===== src/rtl/ps2_host_transmitter.sv =====
// ps2_host_transmitter
//   Sends one byte from the host to a PS/2 device (keyboard). It drives the
//   open-collector clock/data pads, clocks the frame out on the falling edges
//   the device generates, and checks the device ACK bit.
//
// Ports
//   clk         in   system clock
//   rst_n       in   asynchronous reset, active low
//   ps2clk_in   in   PS/2 clock pad level
//   ps2data_in  in   PS/2 data pad level
//   ps2clk_oe   out  1 = pull the PS/2 clock pad low
//   ps2data_oe  out  1 = pull the PS/2 data pad low
//   data_in     in   byte to send, sampled on the accepted send cycle
//   send        in   one-cycle request, accepted only while busy=0
//   busy        out  high from accepted send until done/error
//   done        out  one-cycle pulse: frame sent and ACK=0 received
//   error       out  one-cycle pulse: timeout or ACK sampled as 1
module ps2_host_transmitter #(
  parameter int INHIBIT_CYCLES = 2800,
  parameter int TIMEOUT_CYCLES = 420000,
  parameter int FILTER_LEN     = 8
) (
  input  logic       clk,
  input  logic       rst_n,
  input  logic       ps2clk_in,
  input  logic       ps2data_in,
  output logic       ps2clk_oe,
  output logic       ps2data_oe,
  input  logic [7:0] data_in,
  input  logic       send,
  output logic       busy,
  output logic       done,
  output logic       error
);

  localparam int TW = $clog2(TIMEOUT_CYCLES + 1);
  localparam int IW = $clog2(INHIBIT_CYCLES + 1);
  localparam int FW = $clog2(FILTER_LEN + 1);

  typedef enum logic [2:0] {
    IDLE,
    INHIBIT,
    RELEASE,
    SHIFT,
    WAITIDLE
  } state_t;

  // ---------------------------------------------------------------------------
  // Input conditioning: 2-FF synchronisers (bit 0 = clock, bit 1 = data),
  // idle level of both pads is high.
  // ---------------------------------------------------------------------------
  logic [1:0] sync1_reg;
  logic [1:0] sync2_reg;

  always_ff @(posedge clk or negedge rst_n) begin
    if (!rst_n) begin
      sync1_reg <= 2'b11;
      sync2_reg <= 2'b11;
    end else begin
      sync1_reg <= {ps2data_in, ps2clk_in};
      sync2_reg <= sync1_reg;
    end
  end

  logic clk_sync;
  logic data_sync;
  assign clk_sync  = sync2_reg[0];
  assign data_sync = sync2_reg[1];

  // Clock glitch filter: the filtered level flips only after FILTER_LEN
  // consecutive synced samples that differ from it; any sample equal to the
  // current filtered level restarts the count. fall_reg strobes for one cycle
  // when the filtered level goes 1 -> 0.
  logic          filt_clk_reg;
  logic [FW-1:0] filt_cnt_reg;
  logic          fall_reg;

  always_ff @(posedge clk or negedge rst_n) begin
    if (!rst_n) begin
      filt_clk_reg <= 1'b1;
      filt_cnt_reg <= '0;
      fall_reg     <= 1'b0;
    end else begin
      fall_reg <= 1'b0;
      if (clk_sync == filt_clk_reg) begin
        filt_cnt_reg <= '0;
      end else if (filt_cnt_reg == FW'(FILTER_LEN - 1)) begin
        filt_clk_reg <= clk_sync;
        filt_cnt_reg <= '0;
        fall_reg     <= ~clk_sync;
      end else begin
        filt_cnt_reg <= filt_cnt_reg + 1'b1;
      end
    end
  end

  // ---------------------------------------------------------------------------
  // Transmit FSM
  // ---------------------------------------------------------------------------
  state_t        state_reg,   state_next;
  logic [9:0]    shift_reg,   shift_next;    // {stop, parity, data[7:0]}
  logic [3:0]    bit_cnt_reg, bit_cnt_next;
  logic [IW-1:0] inh_cnt_reg, inh_cnt_next;
  logic [TW-1:0] to_cnt_reg,  to_cnt_next;
  logic          clk_oe_reg,  clk_oe_next;
  logic          data_oe_reg, data_oe_next;
  logic          busy_reg,    busy_next;
  logic          done_reg,    done_next;
  logic          error_reg,   error_next;
  logic          ack_reg,     ack_next;

  always_ff @(posedge clk or negedge rst_n) begin
    if (!rst_n) begin
      state_reg   <= IDLE;
      shift_reg   <= '0;
      bit_cnt_reg <= '0;
      inh_cnt_reg <= '0;
      to_cnt_reg  <= '0;
      clk_oe_reg  <= 1'b0;
      data_oe_reg <= 1'b0;
      busy_reg    <= 1'b0;
      done_reg    <= 1'b0;
      error_reg   <= 1'b0;
      ack_reg     <= 1'b0;
    end else begin
      state_reg   <= state_next;
      shift_reg   <= shift_next;
      bit_cnt_reg <= bit_cnt_next;
      inh_cnt_reg <= inh_cnt_next;
      to_cnt_reg  <= to_cnt_next;
      clk_oe_reg  <= clk_oe_next;
      data_oe_reg <= data_oe_next;
      busy_reg    <= busy_next;
      done_reg    <= done_next;
      error_reg   <= error_next;
      ack_reg     <= ack_next;
    end
  end

  always_comb begin
    state_next   = state_reg;
    shift_next   = shift_reg;
    bit_cnt_next = bit_cnt_reg;
    inh_cnt_next = inh_cnt_reg;
    to_cnt_next  = to_cnt_reg;
    clk_oe_next  = clk_oe_reg;
    data_oe_next = data_oe_reg;
    busy_next    = busy_reg;
    done_next    = 1'b0;
    error_next   = 1'b0;
    ack_next     = ack_reg;

    if (state_reg != IDLE) begin
      to_cnt_next = to_cnt_reg + 1'b1;
    end

    case (state_reg)
      IDLE: begin
        clk_oe_next  = 1'b0;
        data_oe_next = 1'b0;
        if (send) begin
          shift_next   = {1'b1, ~^data_in, data_in};
          busy_next    = 1'b1;
          to_cnt_next  = '0;
          inh_cnt_next = '0;
          clk_oe_next  = 1'b1;
          state_next   = INHIBIT;
        end
      end

      INHIBIT: begin
        clk_oe_next = 1'b1;
        if (inh_cnt_reg == IW'(INHIBIT_CYCLES - 1)) begin
          data_oe_next = 1'b1;               // start bit
          state_next   = RELEASE;
        end else begin
          inh_cnt_next = inh_cnt_reg + 1'b1;
        end
      end

      RELEASE: begin
        clk_oe_next  = 1'b0;
        bit_cnt_next = '0;
        state_next   = SHIFT;
      end

      SHIFT: begin
        if (fall_reg) begin
          if (bit_cnt_reg == 4'd10) begin
            ack_next   = data_sync;
            state_next = WAITIDLE;
          end else begin
            // Counts 0..9 cover data, parity and stop; the stop bit is a 1
            // in the shift register, so the line is released for it.
            data_oe_next = ~shift_reg[bit_cnt_reg];
            bit_cnt_next = bit_cnt_reg + 1'b1;
          end
        end
      end

      WAITIDLE: begin
        if (ack_reg) begin
          clk_oe_next  = 1'b0;
          data_oe_next = 1'b0;
          error_next   = 1'b1;
          busy_next    = 1'b0;
          state_next   = IDLE;
        end else if (filt_clk_reg && data_sync) begin
          done_next  = 1'b1;
          busy_next  = 1'b0;
          state_next = IDLE;
        end
      end

      default: begin
        state_next = IDLE;
      end
    endcase

    // The timeout overrides everything else, including a fall in this cycle.
    if (state_reg != IDLE && to_cnt_reg == TW'(TIMEOUT_CYCLES - 1)) begin
      clk_oe_next  = 1'b0;
      data_oe_next = 1'b0;
      done_next    = 1'b0;
      error_next   = 1'b1;
      busy_next    = 1'b0;
      state_next   = IDLE;
    end
  end

  assign ps2clk_oe  = clk_oe_reg;
  assign ps2data_oe = data_oe_reg;
  assign busy       = busy_reg;
  assign done       = done_reg;
  assign error      = error_reg;

endmodule


===== config.mk =====
export PLATFORM = sky130hd
export DESIGN_NAME = ps2_host_transmitter
export DESIGN_NICKNAME = d
export VERILOG_FILES = /design/src/rtl/ps2_host_transmitter.sv
export SDC_FILE = /design/constraint.sdc
export NUM_CORES = 1
export LEC_CHECK = 0
export CELL_PAD_IN_SITES_DETAIL_PLACEMENT = 0
export CELL_PAD_IN_SITES_GLOBAL_PLACEMENT = 1
export CORE_MARGIN = 2
export CORE_UTILIZATION = 35
export DETAILED_ROUTE_END_ITERATION = 6
export MAX_ROUTING_LAYER = met4
export PLACE_DENSITY = 0.72
export SLEW_MARGIN = 20
export SYNTH_ARGS = -nofsm -noshare
export SYNTH_HDL_FRONTEND = slang
export SYNTH_SLANG_ARGS = --single-unit

===== constraint.sdc =====
create_clock -name clk -period 1.7 [get_ports clk]
set_input_delay 0.34 -clock clk [delete_from_list [all_inputs] [get_ports clk]]
set_output_delay 0.34 -clock clk [all_outputs]
set_load 0.02 [all_outputs]

==> results.md <==
* Number of port buffers at 17
* DRT Pass-1 Iters at 4
* Final standard cell area without fillers at 4058 µm²
* Ports at 18
* Worst vdd ir at 406.5 µV
* Async SR Flop Fraction at 100.0%
* Headroom to the max-slew limit at 75.55%
* Final critical-path setup slack at 0.04147 ns
* Clk slew on worst S/H paths at 0.08 ns
* Data arrival time of the critical path at 1.32 ns
* Path category of the worst min-delay check: in -> async
* Routability-driven placement congestion ratio at 0.8401
* Initial antenna violation count at 0
* Number of flip-flops under the largest register name at 19
* Drt first-iter violations at 112
* Hold Vio Cnt, Final at 4
* Most used flip-flop cell after synthesis: dfrtp_1
* Sum of negative setup slack at 0 ns
* Hold buffer count at cts at 0
* Worst-path maximum fanout at 2
* Power per unit of standard cell area at 840.0 nW/µm²
* Shortest clock period the worst path allows after layout at 1.659 ns
* Cell family with most CP delay: buffers and inverters
* Starting density of the core at 36.19%
* Clock latency on the worst-skew pair at 0.34 ns
* Maximum level of the CTS H-tree at 3
* Status: finished with violations
* WP data required at 1.36 ns
* Total track usage at 15.33%
* Wire length per cell at 13.60 µm
* Synthesized area divided by synthesized cell count at 9.820 µm²
* Hold Worst Slack at -0.01104 ns
* Violations in the final reports: hold timing
* Leading cell type in the layout, fill and taps excluded: nand2_1
* Achievable Freq at 602.9 MHz
* Area growth from synthesis to layout at 27.93%
* Flop2flop setup slack at 0.09 ns
* Number of global-route vias before repair at 2537
* Synthesis-stage register bit count at 64
* Critical path launch point type: register
* Final Setup Violations at 0
* Start of the worst register-to-register path: to_cnt_reg[10]$_DFF_PN0_
* Residual DRC at 0
* Largest buffer count on any clock path at 2
* Crit. End Element: output port
* Global-route wire length before repair at 11740 µm
* Cell Area, Placed at 3757 µm²
* Final clock period utilization by the worst path at 97.56%
* TritonCTS Buffers at 9
* Vias at 2540
* Unrepaired setup endpoints after global routing: yes
* Post-route antenna net violation count at 0
* Final routed wirelength across all metal layers at 6747 µm
* Pin count of the biggest net entering global routing at 65
* Clock Tree Root: clkbuf_8
* Std-Cell Rows at 34
* Per-cell via count in the routed design at 5.121
* Number of cells on the worst reg-to-reg path at 5
* Transition time at the pin with the least slew margin at 0.3610 ns
* TritonCTS clock tree: yes
* Endpoint of the worst-slack reg-to-reg timing path: to_cnt_reg[17]$_DFF_PN0_
* Die span in y at 99.20 µm
* Max-slew violation count at 0
* Cell Area, Synth at 3172 µm²
* Share of cells above drive strength 1 at 20.62%
* Commonest cells after routing, fill and taps aside: nand2_1, dfrtp_1, buf_4, nor2_1, nand3_1
* Number of violations of the max-capacitance limit at 0
* Standard cell core area at 8763 µm²
* Count of unique library cells instantiated by Yosys at 54
* Number of buffers and inverters on the critical path at 1
* Post-synthesis net count at 341
* Cell chain of the critical path: clkdlybuf4s50_1
* Delay contributed by the slowest stage of the critical path at 0.62 ns
* Worst setup path startpoint: ps2data_oe$_DFFE_PN0P_
* Total clock sinks at 64
* Worst setup timing slack at the placement stage at -0.01928 ns
* Warnings, synthesis at 0
* Total Nets Final at 401
* Slowest cell on the critical path: clkdlybuf4s50_1
* Final clock skew at 0.004857 ns
* Pleak at 1.854 nW
* Sequential fraction of the synthesis area at 50.69%
* Antenna cell count at 0
* Floorplan die width at 99.20 µm
* Leftover overflow at the end of global routing at 0
* Final HPWL from detailed placement at 4677 µm
* Class of the most critical setup path: reg -> out
* Post-Syn Instances at 323
* Number of enable-type register cells in the synthesized netlist at 0
* Area enclosed by the die boundary at 9840 µm²
-- power breakdown --
| group | total, mW | switching (mW) | internal [mW] | leakage (nW) |
|---|---|---|---|---|
| Combinational | 0.178 | 0.0840 | 0.0940 | 0.945 |
| Sequential | 1.61 | 0.0384 | 1.58 | 0.794 |
| Clock | 1.62 | 0.640 | 0.976 | 0.116 |
-- worst max-delay path by stage --
stage,slack [ns],end,cells after the start
global route,-0.03,to_cnt_reg[3]$_DFF_PN0_,6
CTS,0.01,busy$_DFFE_PN0P_,5
finish,0.04,ps2data_oe,1
floorplan,0.006,ack_reg$_DFFE_PN0P_,7
global placement,0.04,inh_cnt_reg[7]$_DFFE_PN0P_,6
detailed placement,-0.02,inh_cnt_reg[11]$_DFFE_PN0P_,5
-- synthesized netlist by cell type (5+ instances only) --
library cell | n | area (µm²)
xor2_1 | 8 | 70.07
o21ai_0 | 20 | 100.1
mux2i_1 | 11 | 110.1
a21oi_1 | 6 | 30.03
nand3_1 | 20 | 100.1
buf_2 | 5 | 25.02
inv_1 | 5 | 18.77
ha_1 | 5 | 62.56
dfrtp_1 | 59 | 1476
nor3_1 | 9 | 45.04
nor2_1 | 29 | 108.9
and3_1 | 6 | 37.54
nand2_1 | 57 | 214.0
dfstp_2 | 5 | 131.4
xnor2_1 | 11 | 96.34
nand4_1 | 10 | 62.56
-- layout make-up --
type	instances	area [µm²]
clock buffers	9	123.9
well taps	108	135.1
flip-flops and latches	64	1612
fillers	824	4706
inverters	5	18.77
multi-input cells	245	1533
repair buffers	58	516.7
clock inverters	7	118.9
-- through the flow --
step                      utilization (%)  total power, mW  std cells  hold slack [ns]
after floorplan                         -            1.732        323          0.04441
after global placement              42.88            1.823        478           0.3477
after detailed placement            42.88            1.825        478           0.3507
after CTS                           45.65            3.470        494        0.0003902
after global routing                46.30            3.554        496          0.01706
final                               46.30            3.408        496         -0.01104
-- cells by family after synthesis --
group           count (synthesis)  synth area share, %
simple gates                  159                25.05
flops                          64                50.69
compound gates                 47                9.231
xor+xnor                       19                5.247
mux                            15                5.720
buf+inv                        14                2.091
fa+ha+maj                       5                1.972
-- metal layers --
layer / global-route usage [%] / share of wire (%)
met4: 4.742 / 1.2
met2: 24.58 / 48
met1: 19.01 / 48
met5: - / 0
met3: 4.146 / 3.2
-- repair_timing --
action	CTS	global route
setup endpoints to repair	0	19
setup buffers	0	2
resized for setup	0	14
No activity file was read; power rests on OpenSTA's default activity.
